**src/rtl/cdc_fifo_pkg.sv**
```systemverilog
// Shared types and helpers for the CDC FIFO write-side arbiter.
package cdc_fifo_pkg;

  typedef enum logic [0:0] {
    ARB_IDLE    = 1'b0,
    ARB_GRANTED = 1'b1
  } arb_state_t;

  // Round-robin successor of an index, wrapping at n.
  function automatic int rr_next(input int idx, input int n);
    return (idx + 1) % n;
  endfunction

endpackage

```
**src/rtl/cdc_fifo_write_arbiter_picker.sv**
```systemverilog
// Combinational round-robin picker: first unmasked request at or after the
// pointer, wrapping modulo NUM_REQUESTERS.
module round_robin_picker #(
  parameter int NUM_REQUESTERS = 4,
  parameter int ID_WIDTH       = $clog2(NUM_REQUESTERS)
) (
  input  logic [NUM_REQUESTERS-1:0] req_i,
  input  logic [NUM_REQUESTERS-1:0] mask_i,
  input  logic [ID_WIDTH-1:0]       ptr_i,
  output logic                      found_o,
  output logic [ID_WIDTH-1:0]       idx_o
);

  logic [NUM_REQUESTERS-1:0] cand_s;
  logic [ID_WIDTH-1:0]       pos_s;
  logic                      found_s;
  logic [ID_WIDTH-1:0]       idx_s;

  assign cand_s = req_i & ~mask_i;

  // Scan candidates starting from the pointer; the first hit wins.
  always_comb begin
    found_s = 1'b0;
    idx_s   = '0;
    pos_s   = ptr_i;
    for (int i = 0; i < NUM_REQUESTERS; i++) begin
      pos_s = ID_WIDTH'((int'(ptr_i) + i) % NUM_REQUESTERS);
      if (!found_s && cand_s[pos_s]) begin
        found_s = 1'b1;
        idx_s   = pos_s;
      end else begin
        found_s = found_s;
      end
    end
  end

  assign found_o = found_s;
  assign idx_o   = idx_s;

endmodule

```
**src/rtl/cdc_fifo_write_arbiter.sv**
```systemverilog
// Round-robin arbiter sharing the CDC FIFO write port between requesters.
// Define CDC_FIFO_ARB_BURST_LOCK_EN to hold the grant until req_last.
module cdc_fifo_write_arbiter
  import cdc_fifo_pkg::*;
#(
  parameter int NUM_REQUESTERS = 4,
  parameter int DATA_WIDTH     = 8,
  parameter int ID_WIDTH       = $clog2(NUM_REQUESTERS)
) (
  input  logic                               clock,
  input  logic                               reset_n,
  input  logic [NUM_REQUESTERS-1:0]          req_valid,
  input  logic [NUM_REQUESTERS-1:0]          req_last,
  input  logic [NUM_REQUESTERS*DATA_WIDTH-1:0] req_data,
  output logic [NUM_REQUESTERS-1:0]          req_ready,
  input  logic                               full,
  output logic                               increment,
  output logic                               write_enable,
  output logic [DATA_WIDTH-1:0]              write_data,
  output logic                               grant_valid,
  output logic [ID_WIDTH-1:0]                grant_id
);

  arb_state_t                state_q;
  logic [ID_WIDTH-1:0]       grant_id_q;
  logic [ID_WIDTH-1:0]       prio_q;
  logic                      grant_valid_q;

  logic                      granted_s;
  logic                      transfer_s;
  logic                      release_s;
  logic [ID_WIDTH-1:0]       prio_next_s;
  logic [NUM_REQUESTERS-1:0] pick_mask_s;
  logic [ID_WIDTH-1:0]       pick_ptr_s;
  logic                      pick_found_s;
  logic [ID_WIDTH-1:0]       pick_idx_s;

  assign granted_s   = (state_q == ARB_GRANTED);
  assign transfer_s  = granted_s & req_valid[grant_id_q] & ~full;
  assign prio_next_s = ID_WIDTH'(rr_next(int'(grant_id_q), NUM_REQUESTERS));

`ifdef CDC_FIFO_ARB_BURST_LOCK_EN
  assign release_s = transfer_s & req_last[grant_id_q];
`else
  logic unused_last_s;
  assign unused_last_s = ^req_last;
  assign release_s     = transfer_s;
`endif

  // On release the picker looks past the holder so another requester gets the next slot.
  always_comb begin
    pick_mask_s = '0;
    pick_ptr_s  = prio_q;
    if (release_s) begin
      pick_mask_s[grant_id_q] = 1'b1;
      pick_ptr_s              = prio_next_s;
    end else begin
      pick_ptr_s = prio_q;
    end
  end

  round_robin_picker #(
    .NUM_REQUESTERS(NUM_REQUESTERS),
    .ID_WIDTH      (ID_WIDTH)
  ) u_picker (
    .req_i  (req_valid),
    .mask_i (pick_mask_s),
    .ptr_i  (pick_ptr_s),
    .found_o(pick_found_s),
    .idx_o  (pick_idx_s)
  );

  // Write-port steering; the holder's data is driven even while full.
  always_comb begin
    req_ready  = '0;
    write_data = '0;
    if (granted_s) begin
      req_ready[grant_id_q] = ~full;
      write_data = req_data[int'(grant_id_q)*DATA_WIDTH +: DATA_WIDTH];
    end else begin
      req_ready  = '0;
      write_data = '0;
    end
  end

  assign increment    = transfer_s;
  assign write_enable = transfer_s;

  // Arbitration state, grant holder and round-robin pointer.
  always_ff @(posedge clock or negedge reset_n) begin
    if (!reset_n) begin
      state_q       <= ARB_IDLE;
      grant_id_q    <= '0;
      prio_q        <= '0;
      grant_valid_q <= 1'b0;
    end else begin
      case (state_q)
        ARB_IDLE: begin
          if (pick_found_s) begin
            state_q       <= ARB_GRANTED;
            grant_id_q    <= pick_idx_s;
            grant_valid_q <= 1'b1;
          end
        end
        ARB_GRANTED: begin
          if (release_s) begin
            prio_q <= prio_next_s;
            if (pick_found_s) begin
              grant_id_q <= pick_idx_s;
            end else begin
              state_q       <= ARB_IDLE;
              grant_valid_q <= 1'b0;
            end
          end
        end
        default: begin
          state_q       <= ARB_IDLE;
          grant_valid_q <= 1'b0;
        end
      endcase
    end
  end

  assign grant_valid = grant_valid_q;
  assign grant_id    = grant_id_q;

endmodule

```
**config.mk**
```make
export PLATFORM = sky130hd
export DESIGN_NAME = cdc_fifo_write_arbiter
export DESIGN_NICKNAME = d
export VERILOG_FILES = /design/src/rtl/cdc_fifo_pkg.sv /design/src/rtl/cdc_fifo_write_arbiter_picker.sv /design/src/rtl/cdc_fifo_write_arbiter.sv
export SDC_FILE = /design/constraint.sdc
export NUM_CORES = 1
export LEC_CHECK = 0
export ABC_AREA = 1
export CORE_MARGIN = 4
export CORE_UTILIZATION = 41
export CTS_BUF_LIST = sky130_fd_sc_hd__clkbuf_2
export CTS_CLUSTER_DIAMETER = 30
export DETAILED_ROUTE_END_ITERATION = 6
export PLACE_DENSITY = 0.84
export SLEW_MARGIN = 20
export SYNTH_ARGS = -nofsm -noshare
export SYNTH_HDL_FRONTEND = slang
export SYNTH_SLANG_ARGS = --single-unit
```
**constraint.sdc**
```tcl
create_clock -name clock -period 3.2 [get_ports clock]
set_clock_uncertainty 0.15 [all_clocks]
set_input_delay 0.96 -clock clock [delete_from_list [all_inputs] [get_ports clock]]
set_output_delay 0.96 -clock clock [all_outputs]
set_load 0.1 [all_outputs]
```
Yosys cells after proc, flatten, opt, wreduce, memory -nomap -nowiden
Cells that the tools add are included.

storage, ports and cells
  input bits = 43
  register bits = 6
  word-level logic and storage cells = 67

cells by class
  $add $sub $neg = 4
  equality and inequality tests = 3
  reductions and logical operators = 8
  bitwise gates (word level) = 7
  $lt $le $gt $ge = 6
  shift-type cells = 1
  muxes and demuxes = 34

operators with widths
  kind                                                                           number
  32-bit by 6-bit variable part select with 8-bit output                         1
  2-bit by 3-bit less-than comparator with 1-bit output (second input constant)  5
  1-bit two-way mux                                                              15
  2-bit two-way mux                                                              7
  1-bit binary-select mux with 2-bit select                                      5
  4-bit AND                                                                      2
  4-bit two-way mux                                                              2
  8-bit two-way mux                                                              1
  2-bit != test (second input constant)                                          3
  2-bit by 1-bit adder with 2-bit output (second input constant)                 2
  2-bit adder (second input constant)                                            2
  1-bit logical AND                                                              4
  4-bit inverter                                                                 1
  1-bit one-hot mux with 2 select lines                                          2
  2-bit one-hot mux with 2 select lines                                          1
  1-bit logical NOT                                                              3
  3-bit AND reduction                                                            1
  1-bit AND                                                                      2
  1-bit demux with 2-bit select                                                  1
  2-bit by 1-bit >= comparator with 1-bit output (second input constant)         1
  1-bit inverter                                                                 2

Logic depth before layout (Yosys ltp)
Gate-level depths: netlist (run 1).

  depth after elaboration = 22
  mapped depth = 18
  gate-level depth less buffers = 17

Cells and area by module
Synthesis (run 1) repeated with hierarchy kept, for this count alone.

unflattened totals
  cell total of the unflattened synthesis = 180
  area, all modules = 1021.0 sq um

modules (own cells, without submodules)
  module                  area an instance (sq um)  cells each  sequential area each (sq um)  instances
  cdc_fifo_write_arbiter  701.9                     120         150.1                         1
  round_robin_picker      319.1                     60          0.0                           1

Worst setup path after synthesis (run 1)
Ideal clock, no wire load.

  kind = reg2out
  start = reg grant_id_q[0], in the netlist grant_id[0]
  end = out write_data[4]
  buffers on the path = 2
  data arrival time = 3097 ps
  path slack = -1007 ps
  data required time = 2090 ps
  stages on the path, launching flop included = 7
  path through = dfrtp_1 > buf_6 > buf_2 > nor2_1 > nor2_1 > o21ai_0 > a21oi_1

on the way
  longest elaborated chain between the ends = 2

ends and longest elaborated chain
  item                                                    line                           text
  start: declaration                                      cdc_fifo_write_arbiter.sv:25   logic [ID_WIDTH-1:0] grant_id_q;
  start signal: assignment                                cdc_fifo_write_arbiter.sv:101  grant_id_q <= pick_idx_s;
  start signal: assignment                                cdc_fifo_write_arbiter.sv:109  grant_id_q <= pick_idx_s;
  32-bit by 6-bit variable part select with 8-bit output  cdc_fifo_write_arbiter.sv:79   write_data = req_data[int'(grant_id_q)*DATA_WIDTH +: DATA_WIDTH];
  8-bit two-way mux                                       cdc_fifo_write_arbiter.sv:77   if (granted_s) begin
  end: declaration                                        cdc_fifo_write_arbiter.sv:19   output logic [DATA_WIDTH-1:0] write_data,

No other way between the ends.

Final worst setup path (run 1)
  start = in req_data[17]
  end = out write_data[1]

on the way
  longest elaborated chain between the ends = 2

ends and longest elaborated chain
  item                                                    line                          text
  start: declaration                                      cdc_fifo_write_arbiter.sv:14  input logic [NUM_REQUESTERS*DATA_WIDTH-1:0] req_data,
  32-bit by 6-bit variable part select with 8-bit output  cdc_fifo_write_arbiter.sv:79
  8-bit two-way mux                                       cdc_fifo_write_arbiter.sv:77

No other way between the ends.

==> flow_summary.toml, run 1 <==
[status]
status = "completed"

[timing]
report.final.hold_viol_count = 0
fmax_ghz = 0.316
post-route-min-period_ns = 3.16
worstMarginPinSlew_ns = 0.433
slew_headroom_pct = 71.1
hold_slack_ns = 0.356
timing.final.crit_share_pct = 98.8
rsz0062_at_grt = "yes"
drv_slew = 0
setup_viol = 0

[die]
placement_rows = 19
die_h_um = 61.3
num_io_pins = 60
dieWidth_um = 61.3
initial_core_util_pct = 42.6
die_area_um2 = 3760
coreArea_um2 = 2730

[layout]
final_cell_mix = "nand2_1 (44), nor2_1 (34), clkdlybuf4s50_1 (30)"
fin_nets = 308
diodes = 0
final_common_cell = "nand2_1"
drive_gt1_share_pct = 33.2
layout-area-overhead-vs-synth_pct = 77.3

[hold_path]
hold_path_startpoint = "grant_valid"
min_to = "grant_valid"
hold_path_class = "flop to flop"
min_path_cells = 2

[cts]
clk_latency_ns = 0.22
clockRootBuffer = "clkbuf_2"
h-tree-depth = 1
cts_tree = "built"
clock_path_buffers = 2
cts-buffers-inserted = 3
clk_pin_slew_ns = 0.06
clock-sinks = 6

[synthesis]
synth_edf_count = 0
synth_top_area_cell = "nand2_1"
yosysUniqueCellTypes = 25
synth-seq-area-share_pct = 12.9
syn-num-nets = 244
synthFlopType = "dfrtp_1"
synthArstFlopShare_pct = 100
netlist_top_cells_area = "nand2_1 (14%), dfrtp_1 (13%), nor2_1 (12%)"
syn_area_per_cell_um2 = 5.91
yosys.area.top_type_share_pct = 14.2
synth-seq-cells = 6
yosys_warnings = 0
synthCells = 197
syn_area_um2 = 1160

[worst_setup_path]
critPathSlowestCell = "clkdlybuf4s50_1"
path_cells = "clkdlybuf4s50_1 > nor2_1 > nor2_1 > o21ai_0 > a21oi_4 > buf_12"
required_ns = 2.09
crit_top_cell = "nor2_1"
reg2reg_slack_ns = 0.68
arrival_ns = 2.05
cp_slowest_stage_delay_ns = 0.45
worstPathMaxFanout = 1
reg2reg_to = "grant_valid"
crit_path_start_kind = "input port"
rr_worst_depth = 17
end_kind = "output pin"
reg2reg_from = "grant_id[0]"
worstSetupPathType = "input port to output pin"

[route]
drtAntennaViolNets = 0
wl_per_cell_um = 12.4
vias = 1422
drc = 0
drt_iter0_drc = 29
via_per_inst = 4.90
finalWirelength_um = 3590
drt_first_pass_iters = 4

[global_routing]
antenna_found_initial = 0
grt_pass1_wl_um = 5910
overflow = 0
first_global_vias = 1318
grt_max_degree = 22
grtUsageTotal_pct = 20.6

[place]
place.detailed.hpwl_um = 2960
numPortBuffers = 55
routabilityCongestion = 0.856

[run]
cap_violations = 0
## worst max-delay path by stage
stage / start / end
after floorplan: grant_id[0] / write_data[4]
after global placement: req_valid[0] / increment
after detailed placement: req_valid[0] / increment
after CTS: req_data[18] / write_data[2]
after global routing: req_data[6] / write_data[6]
final: req_data[17] / write_data[1]
## cell families after synthesis
group | Yosys count | synth area share [%]
flops | 6 | 12.9
buf+inv | 31 | 11.8
simple gates | 126 | 57.0
fa+ha+maj | 4 | 4.30
compound gates | 30 | 14.0
## metrics by stage
step           std cells  setup WS [ns]  cell area, µm²  utilization, %  setup TNS [ns]
4_1_cts              290        0.00993            2040            74.8               0
2_1_floorplan        197         -0.148            1270               -          -0.722
5_1_grt              290        -0.0199            2070            75.6         -0.0547
3_3_place_gp         287         -0.117            2030            74.1          -0.382
6_report             290         0.0389            2070            75.6               0
3_5_place_dp         287         -0.116            2030            74.1          -0.649
## layer usage
layer | wire, µm | global-route usage (%)
met1 | 1530 | 27.2
met4 | 4 | 1.86
met2 | 1870 | 37.5
met3 | 178 | 1.89
met5 | 0 | 0
## worst max-delay path, delay by kind of cell
| family | cells | cell delay, ns |
|---|---|---|
| simple gates | 2 | 0.13 |
| compound gates | 2 | 0.32 |
| buf+inv | 2 | 0.64 |
## what timing repair did
action	CTS	global route
gates resized for setup	12	16
setup endpoints to repair	6	10
hold buffers	0	0
setup buffers	0	0
pin swaps	3	8
## area by class of cell
cell class                      instances  area (µm²)
Clock buffer                            3        15.0
Timing Repair Buffer                   66         771
Tap cell                               31        38.8
Multi-Input combinational cell        160         995
Sequential cell                         6         153
Inverter                               24        93.8
Fill cell                             198         668
## sequential cells by signal (all words and copies together) (netlist names)
| signal | count |
|---|---|
| grant_valid | 1 |
| granted_s | 1 |
| prio_q | 2 |
| grant_id | 2 |
## cell usage after synthesis (4+ instances only)
cell,number
nand2_1,44
ha_1,4
nor2_1,38
nand2_4,5
nand3_1,10
inv_1,22
dfrtp_1,6
nand2_2,16
o21ai_0,17
a21oi_1,9
Power of run 1 is not shown: default switching activity piles up to over one toggle a cycle in this logic, so the estimate is an artifact.
==> inputs of run 2 (changes only) <==
Settings changed: ABC_CLOCK_PERIOD_IN_PS from default to 3200.
==> results of run 2 <==
Final layout, timing and power as in run 1 (identical DEF).
Power of run 2 is left out for the same reason.
